[config.mk]
export PLATFORM = sky130hd
export DESIGN_NAME = vppm_frame_tx
export DESIGN_NICKNAME = d
export VERILOG_FILES = /design/src/rtl/vppm_frame_tx.sv
export SDC_FILE = /design/constraint.sdc
export NUM_CORES = 1
export LEC_CHECK = 0
export BUFFER_PORTS_ARGS = -buffer_cell sky130_fd_sc_hd__buf_2
export CORE_MARGIN = 2
export CORE_UTILIZATION = 57
export CTS_CLUSTER_SIZE = 24
export DETAILED_ROUTE_END_ITERATION = 8
export HOLD_SLACK_MARGIN = 0.05
export PLACE_DENSITY = 0.81
export SLEW_MARGIN = 20
export SYNTH_ARGS = -nofsm -noshare
export SYNTH_HDL_FRONTEND = slang
export SYNTH_SLANG_ARGS = --single-unit
[constraint.sdc]
create_clock -name clk -period 2.5 [get_ports clk]
set_input_delay 0.625 -clock clk [delete_from_list [all_inputs] [get_ports clk]]
set_output_delay 0.625 -clock clk [all_outputs]
set_load 0.1 [all_outputs]
[src/rtl/vppm_frame_tx.sv]
`default_nettype none
// ============================================================================
// Module   : vppm_frame_tx
// Brief    : VPPM transmit framer/modulator (preamble, sync, MSB-first data,
//            back-to-back words streamed without a new preamble).
// Revision : 1.0
// ============================================================================
module vppm_frame_tx #(
  parameter int NBITS         = 12,
  parameter int PERIOD_CYC    = 40,
  parameter int DUTY_CYC      = 20,
  parameter int PREAMBLE_BITS = 8
) (
  input  logic             clk,
  input  logic             rst_n,
  input  logic [NBITS-1:0] tx_data,
  input  logic             tx_valid,
  output logic             tx_ready,
  output logic             vppm_out,
  output logic             busy
);

  localparam int CW   = (PERIOD_CYC > 1) ? $clog2(PERIOD_CYC) : 1;
  localparam int BMAX = (NBITS > PREAMBLE_BITS) ? NBITS : PREAMBLE_BITS;
  localparam int BW   = (BMAX > 1) ? $clog2(BMAX) : 1;

  localparam logic [CW-1:0] C_LAST     = CW'(PERIOD_CYC - 1);
  localparam logic [CW-1:0] C_DUTY     = CW'(DUTY_CYC);
  localparam logic [CW-1:0] C_ONE_RISE = CW'(PERIOD_CYC - DUTY_CYC);
  localparam logic [CW-1:0] C_CNT_ONE  = CW'(1);
  localparam logic [BW-1:0] C_BIT_ONE  = BW'(1);
  localparam logic [BW-1:0] C_DATA_END = BW'(NBITS - 1);
  localparam logic [BW-1:0] C_PRE_END  = BW'(PREAMBLE_BITS - 1);

  localparam logic [1:0] S_IDLE     = 2'd0;
  localparam logic [1:0] S_PREAMBLE = 2'd1;
  localparam logic [1:0] S_SYNC     = 2'd2;
  localparam logic [1:0] S_DATA     = 2'd3;

  logic [1:0]       r_state;
  logic [CW-1:0]    r_cnt;
  logic [BW-1:0]    r_bit;
  logic [NBITS-1:0] r_shift;
  logic             r_vppm;

  logic [1:0]       w_state_nxt;
  logic [CW-1:0]    w_cnt_nxt;
  logic [BW-1:0]    w_bit_nxt;
  logic [NBITS-1:0] w_shift_nxt;
  logic [NBITS-1:0] w_shift_left;
  logic             w_vppm_nxt;
  logic             w_sym_one;
  logic             w_sym_end;
  logic             w_last_data;
  logic             w_xfer;

  assign w_sym_end   = (r_cnt == C_LAST);
  assign w_last_data = (r_state == S_DATA) && (r_bit == C_DATA_END) && w_sym_end;

  // Ready is gated by reset so nothing is accepted while rst_n is low.
  assign tx_ready = rst_n && ((r_state == S_IDLE) || w_last_data);
  assign w_xfer   = tx_valid && tx_ready;
  assign busy     = (r_state != S_IDLE);
  assign vppm_out = r_vppm;

  generate
    if (NBITS > 1) begin : g_shift_multi
      assign w_shift_left = {r_shift[NBITS-2:0], 1'b0};
    end else begin : g_shift_single
      assign w_shift_left = 1'b0;
    end
  endgenerate

  always_comb begin
    w_state_nxt = r_state;
    w_cnt_nxt   = r_cnt;
    w_bit_nxt   = r_bit;
    w_shift_nxt = r_shift;
    case (r_state)
      S_IDLE: begin
        w_cnt_nxt = '0;
        w_bit_nxt = '0;
        if (w_xfer) begin
          w_state_nxt = S_PREAMBLE;
          w_shift_nxt = tx_data;
        end
      end
      S_PREAMBLE: begin
        if (w_sym_end) begin
          w_cnt_nxt = '0;
          if (r_bit == C_PRE_END) begin
            w_state_nxt = S_SYNC;
            w_bit_nxt   = '0;
          end else begin
            w_bit_nxt = r_bit + C_BIT_ONE;
          end
        end else begin
          w_cnt_nxt = r_cnt + C_CNT_ONE;
        end
      end
      S_SYNC: begin
        if (w_sym_end) begin
          w_state_nxt = S_DATA;
          w_cnt_nxt   = '0;
          w_bit_nxt   = '0;
        end else begin
          w_cnt_nxt = r_cnt + C_CNT_ONE;
        end
      end
      S_DATA: begin
        if (w_sym_end) begin
          w_cnt_nxt = '0;
          if (r_bit == C_DATA_END) begin
            w_bit_nxt = '0;
            // A word taken on the final-cycle ready pulse continues the stream.
            if (w_xfer) begin
              w_shift_nxt = tx_data;
            end else begin
              w_state_nxt = S_IDLE;
              w_shift_nxt = '0;
            end
          end else begin
            w_bit_nxt   = r_bit + C_BIT_ONE;
            w_shift_nxt = w_shift_left;
          end
        end else begin
          w_cnt_nxt = r_cnt + C_CNT_ONE;
        end
      end
      default: begin
        w_state_nxt = S_IDLE;
        w_cnt_nxt   = '0;
        w_bit_nxt   = '0;
        w_shift_nxt = '0;
      end
    endcase
  end

  // The output is encoded from next-state values so vppm_out lines up with the counters.
  always_comb begin
    w_sym_one  = 1'b0;
    w_vppm_nxt = 1'b0;
    if (w_state_nxt == S_DATA) begin
      w_sym_one = w_shift_nxt[NBITS-1];
    end
    if (w_state_nxt != S_IDLE) begin
      w_vppm_nxt = w_sym_one ? (w_cnt_nxt >= C_ONE_RISE) : (w_cnt_nxt < C_DUTY);
    end
  end

  always_ff @(posedge clk) begin
    if (!rst_n) begin
      r_state <= S_IDLE;
      r_cnt   <= '0;
      r_bit   <= '0;
      r_shift <= '0;
      r_vppm  <= 1'b0;
    end else begin
      r_state <= w_state_nxt;
      r_cnt   <= w_cnt_nxt;
      r_bit   <= w_bit_nxt;
      r_shift <= w_shift_nxt;
      r_vppm  <= w_vppm_nxt;
    end
  end

endmodule
`default_nettype wire
# Word level (Yosys, flattened, before mapping)
# Index checks and enable logic that the tools add are counted.
# totals
output_inout_bits	3
word_cells	57
reg_bits	25
# classes
magnitude_cmp	2
n_reduce_logical	13
n_mux	23
eq_ne	11
addsub	2
# ops
op	count
$mux 12	4
$pmux 12 s2	1
$mux 4	5
$pmux 4 s4	1
$mux 2	7
$pmux 6 s2	1
$ne 2x2->1 const B	4
$pmux 2 s4	1
$add 6x1->6 const B	1
$eq 2x2->1 const B	3
$eq 6x6->1 const B	1
$ge 6x5->1 const B	1
$lt 6x5->1 const B	1
$mux 6	1
$reduce_and 3->1	2
$reduce_bool 2->1	3
$add 4x1->4 const B	1
$eq 4x3->1 const B	1
$eq 4x4->1 const B	1
$logic_and 1x1->1	4
$reduce_or 3->1	1
$eq 2x1->1 const B	1
$logic_not 2->1	1
$mux 1	2
2 further kinds	2

# Depth between registers and ports, before layout
# depth
word_depth	13
ltp_mapped	9
ltp_nobuf	8

# Worst setup path before layout
# Ideal clock, no wire load.
# synth_timing
path_type	input to output
start	input port rst_n
end	output port tx_ready
arrival_ps	2400
path_stages	3
t_required_ps	1875
path_slack_ps	-525
cell_sequence	buf_2 -> clkbuf_1 -> nor2b_1
# synth_via
elab_chain_cells	1
# synth_rtl
item	line_no	source
from (decl)	15	input logic rst_n,
$logic_and 1x1->1	61	assign tx_ready = rst_n && ((r_state == S_IDLE) || w_last_data);
to (decl)	18	output logic tx_ready,
# Every way passes these cells.

# Worst setup path after layout
# layout_timing
start	register r_cnt[1]
end	output port tx_ready
# layout_via
elab_chain_cells	4
# layout_rtl
item	line_no	source
from (decl)	41	logic [CW-1:0] r_cnt;
from (signal assigned)	160	r_cnt <= w_cnt_nxt;
$eq 6x6->1	57	assign w_sym_end = (r_cnt == C_LAST);
$logic_and 1x1->1	58	assign w_last_data = (r_state == S_DATA) && (r_bit == C_DATA_END) && w_sym_end;
$logic_or 1x1->1	61	
$logic_and 1x1->1	61	
# Every way passes these cells.

==> flow_metrics.env <==
export IMPL_num_vias=1471
export IMPL_synth_area_leaders="dfxtp_1 (32%), ha_1 (5.6%), a22oi_1 (4.8%)"
export IMPL_insertion_delay_ns=0.33
export IMPL_synthTopCellsByCount="dfxtp_1 (25), nand2_1 (19), a22oi_1 (10), nor2_1 (10), o21ai_1 (10)"
export IMPL_clock_sink_count=25
export IMPL_synth_fp_nets=213
export IMPL_grt_pass1_vias=1393
export IMPL_io_buffers=17
export IMPL_synthCells=191
export IMPL_wl_per_cell_um=15.1
export IMPL_grt_use_total_pct=22.9
export IMPL_dpl_hpwl_um=2630
export IMPL_clock_fmax_mhz=415
export IMPL_yosysTopAreaCellShare_pct=31.8
export IMPL_placed_area_um2=1680
export IMPL_die_h_um=56.6
export IMPL_synth_top_cell_by_area="dfxtp_1"
export IMPL_synthArstFlopShare_pct=0
export IMPL_fin_ws_ns=0.0877
export IMPL_dpl_worst_slack_ns=0.258
export IMPL_irDropWorstVdd_uv=433
export IMPL_first_pass_iters=4
export IMPL_grt_pass1_wl_um=5890
export IMPL_status="complete, no violations"
export IMPL_area_growth_pct=9.85
export IMPL_end_kind="primary output"
export IMPL_yosys_warnings=0
export IMPL_num_rows=19
export IMPL_drv_cap=0
export IMPL_min_period_ns=2.41
export IMPL_avgViaCountPerCell=6.29
export IMPL_ys_types=56
export IMPL_synth_avg_cell_area_um2=8.25
export IMPL_cts_resized=2
export IMPL_p_per_area_nw_per_um2=475
export IMPL_remaining_drc_errors=0
export IMPL_dr_first_iter_drc_count=74
export IMPL_ant_nets=0
export IMPL_wirelength_um=3540
export IMPL_cts_made_buffers=3
export IMPL_ys_ff_latch=25
export IMPL_dieArea_um2=3200
export IMPL_drive_above_1_share_pct=18.2
export IMPL_p_leak_uw=0.000657
export IMPL_ys_seq_area_share_pct=31.8
export IMPL_grt_max_degree=22
export IMPL_finalPower_uw=822
export IMPL_postCtsSetupBuffers=0
export IMPL_num_io_pins=18
export IMPL_overflow=0
export IMPL_drv_slew=0
export IMPL_cp_arrival_ns=1.79
export IMPL_min_path_type="reg2reg"
export IMPL_antenna_found_initial=0
export IMPL_n_antenna_cell=0
export IMPL_rsz0062_at_grt="no"
export IMPL_synthFlopType="dfxtp_1"
export IMPL_synth_edf_count=0
export IMPL_ctsHoldBuffers=0
export IMPL_core_area_um2=2690
export IMPL_worstMarginPinSlew_ns=0.708
export IMPL_setup_viol=0
export IMPL_yosysMostFrequentCell="dfxtp_1"
export IMPL_required_ns=1.88
export IMPL_startpoint_type="flip-flop"
export IMPL_setup_tns_ns=0
export IMPL_finalClockSkew_ns=0.00210
export IMPL_syn_cell_area_um2=1580
export IMPL_hold_viol=0
export IMPL_start_util_pct=58.6
export IMPL_die_x_um=56.6
export IMPL_fin_nets=226
export IMPL_htree_levels=1
export IMPL_crit_fanout=8
export IMPL_path_class="reg2out"
export IMPL_cts_tree="done"
export IMPL_finalWeightedCongestion=0.859
export IMPL_nFillCells=235
export IMPL_clkSlewWorstSetupHoldPaths_ns=0.14
export IMPL_cts_root_buf="clkbuf_4"
export IMPL_clock_path_buffers=2
export IMPL_slew_headroom_pct=52.6
export IMPL_finalCritPeriodShare_pct=96.5
export IMPL_finalInstanceArea_um2=1730
-- state kept, by name, summed over array words and instances (netlist names) --
signal,count
r_cnt,6
r_bit,4
vppm_out,1
r_state,2
r_shift,12
-- power breakdown --
group | switching [uW] | internal, uW
combinational | 137 | 68.8
clock | 129 | 61.3
sequential | 12.1 | 414
total | 278 | 544
-- critical path: stages, from the launching register on --
cell and delay, ns:
dfxtp_1 0.44, ha_4 0.22, and4b_4 0.31, a31oi_2 0.13, nor2b_4 0.17, buf_12 0.18
-- cell usage in the layout, fill, tap and decap left out, drive strengths merged, types with 2 or more instances in the layout --
master  Yosys  final
or4         2      2
xor2        2      2
inv         8      8
and2b       2      2
a31oi       2      2
nor3        5      5
o21ai      15     15
nor4        2      2
xnor2       2      2
and2        2      2
o22ai       2      2
and3        2      2
ha          7      7
mux2i       3      3
nand3       9      9
a21oi       8      8
nor2b       6      6
a211oi      2      2
clkbuf      5      3
dfxtp      25     25
nor3b       3      3
nor2       11     11
a22oi      10     10
nand3b      2      2
nand2b      4      4
nand2      19     19
o21bai      2      2
buf         8     21
-- final timing paths --
path	from	to	slack [ns]	cells past startpoint
hold / removal	r_shift[10]	r_shift[10]	0.46	2
setup reg to reg	r_state[0]	vppm_out	0.21	7
setup / recovery	r_cnt[1]	tx_ready	0.09	5
hold reg to reg	r_shift[10]	r_shift[10]	0.46	2
-- layer usage --
layer  wire length [um]  GRT usage [%]
met5                  0              0
met4                 84           11.9
met3                183           2.53
met2               1820           40.4
met1               1460           27.1
-- area by class of cell --
class	count	area [um2]	share of cell area, %
Inverter	8	30.0	1.74
Tap cell	31	38.8	2.24
Timing Repair Buffer	21	130	7.52
Multi-Input combinational cell	145	1000	57.8
Clock buffer	3	22.5	1.30
Clock inverter	1	7.51	0.434
Sequential cell	25	502	29.0
-- cell families (layout without fill, tap and decap cells) --
logic type / Yosys count / after routing / share of synthesized area (%)
buf+inv: 21 / 33 / 6.43
compound gates: 54 / 54 / 23.8
xor+xnor: 4 / 4 / 2.22
flops: 25 / 25 / 31.8
mux: 3 / 3 / 1.91
fa+ha+maj: 7 / 7 / 5.56
simple gates: 77 / 77 / 28.3
-- per-stage QoR --
step	util (%)	instances	hold slack [ns]
2_1_floorplan	-	191	0.429
3_3_place_gp	62.6	230	0.441
3_5_place_dp	62.6	230	0.450
4_1_cts	64.1	234	0.469
5_1_grt	64.4	234	0.491
6_report	64.4	234	0.463
Note: power is estimated with default switching activity, not from simulation.
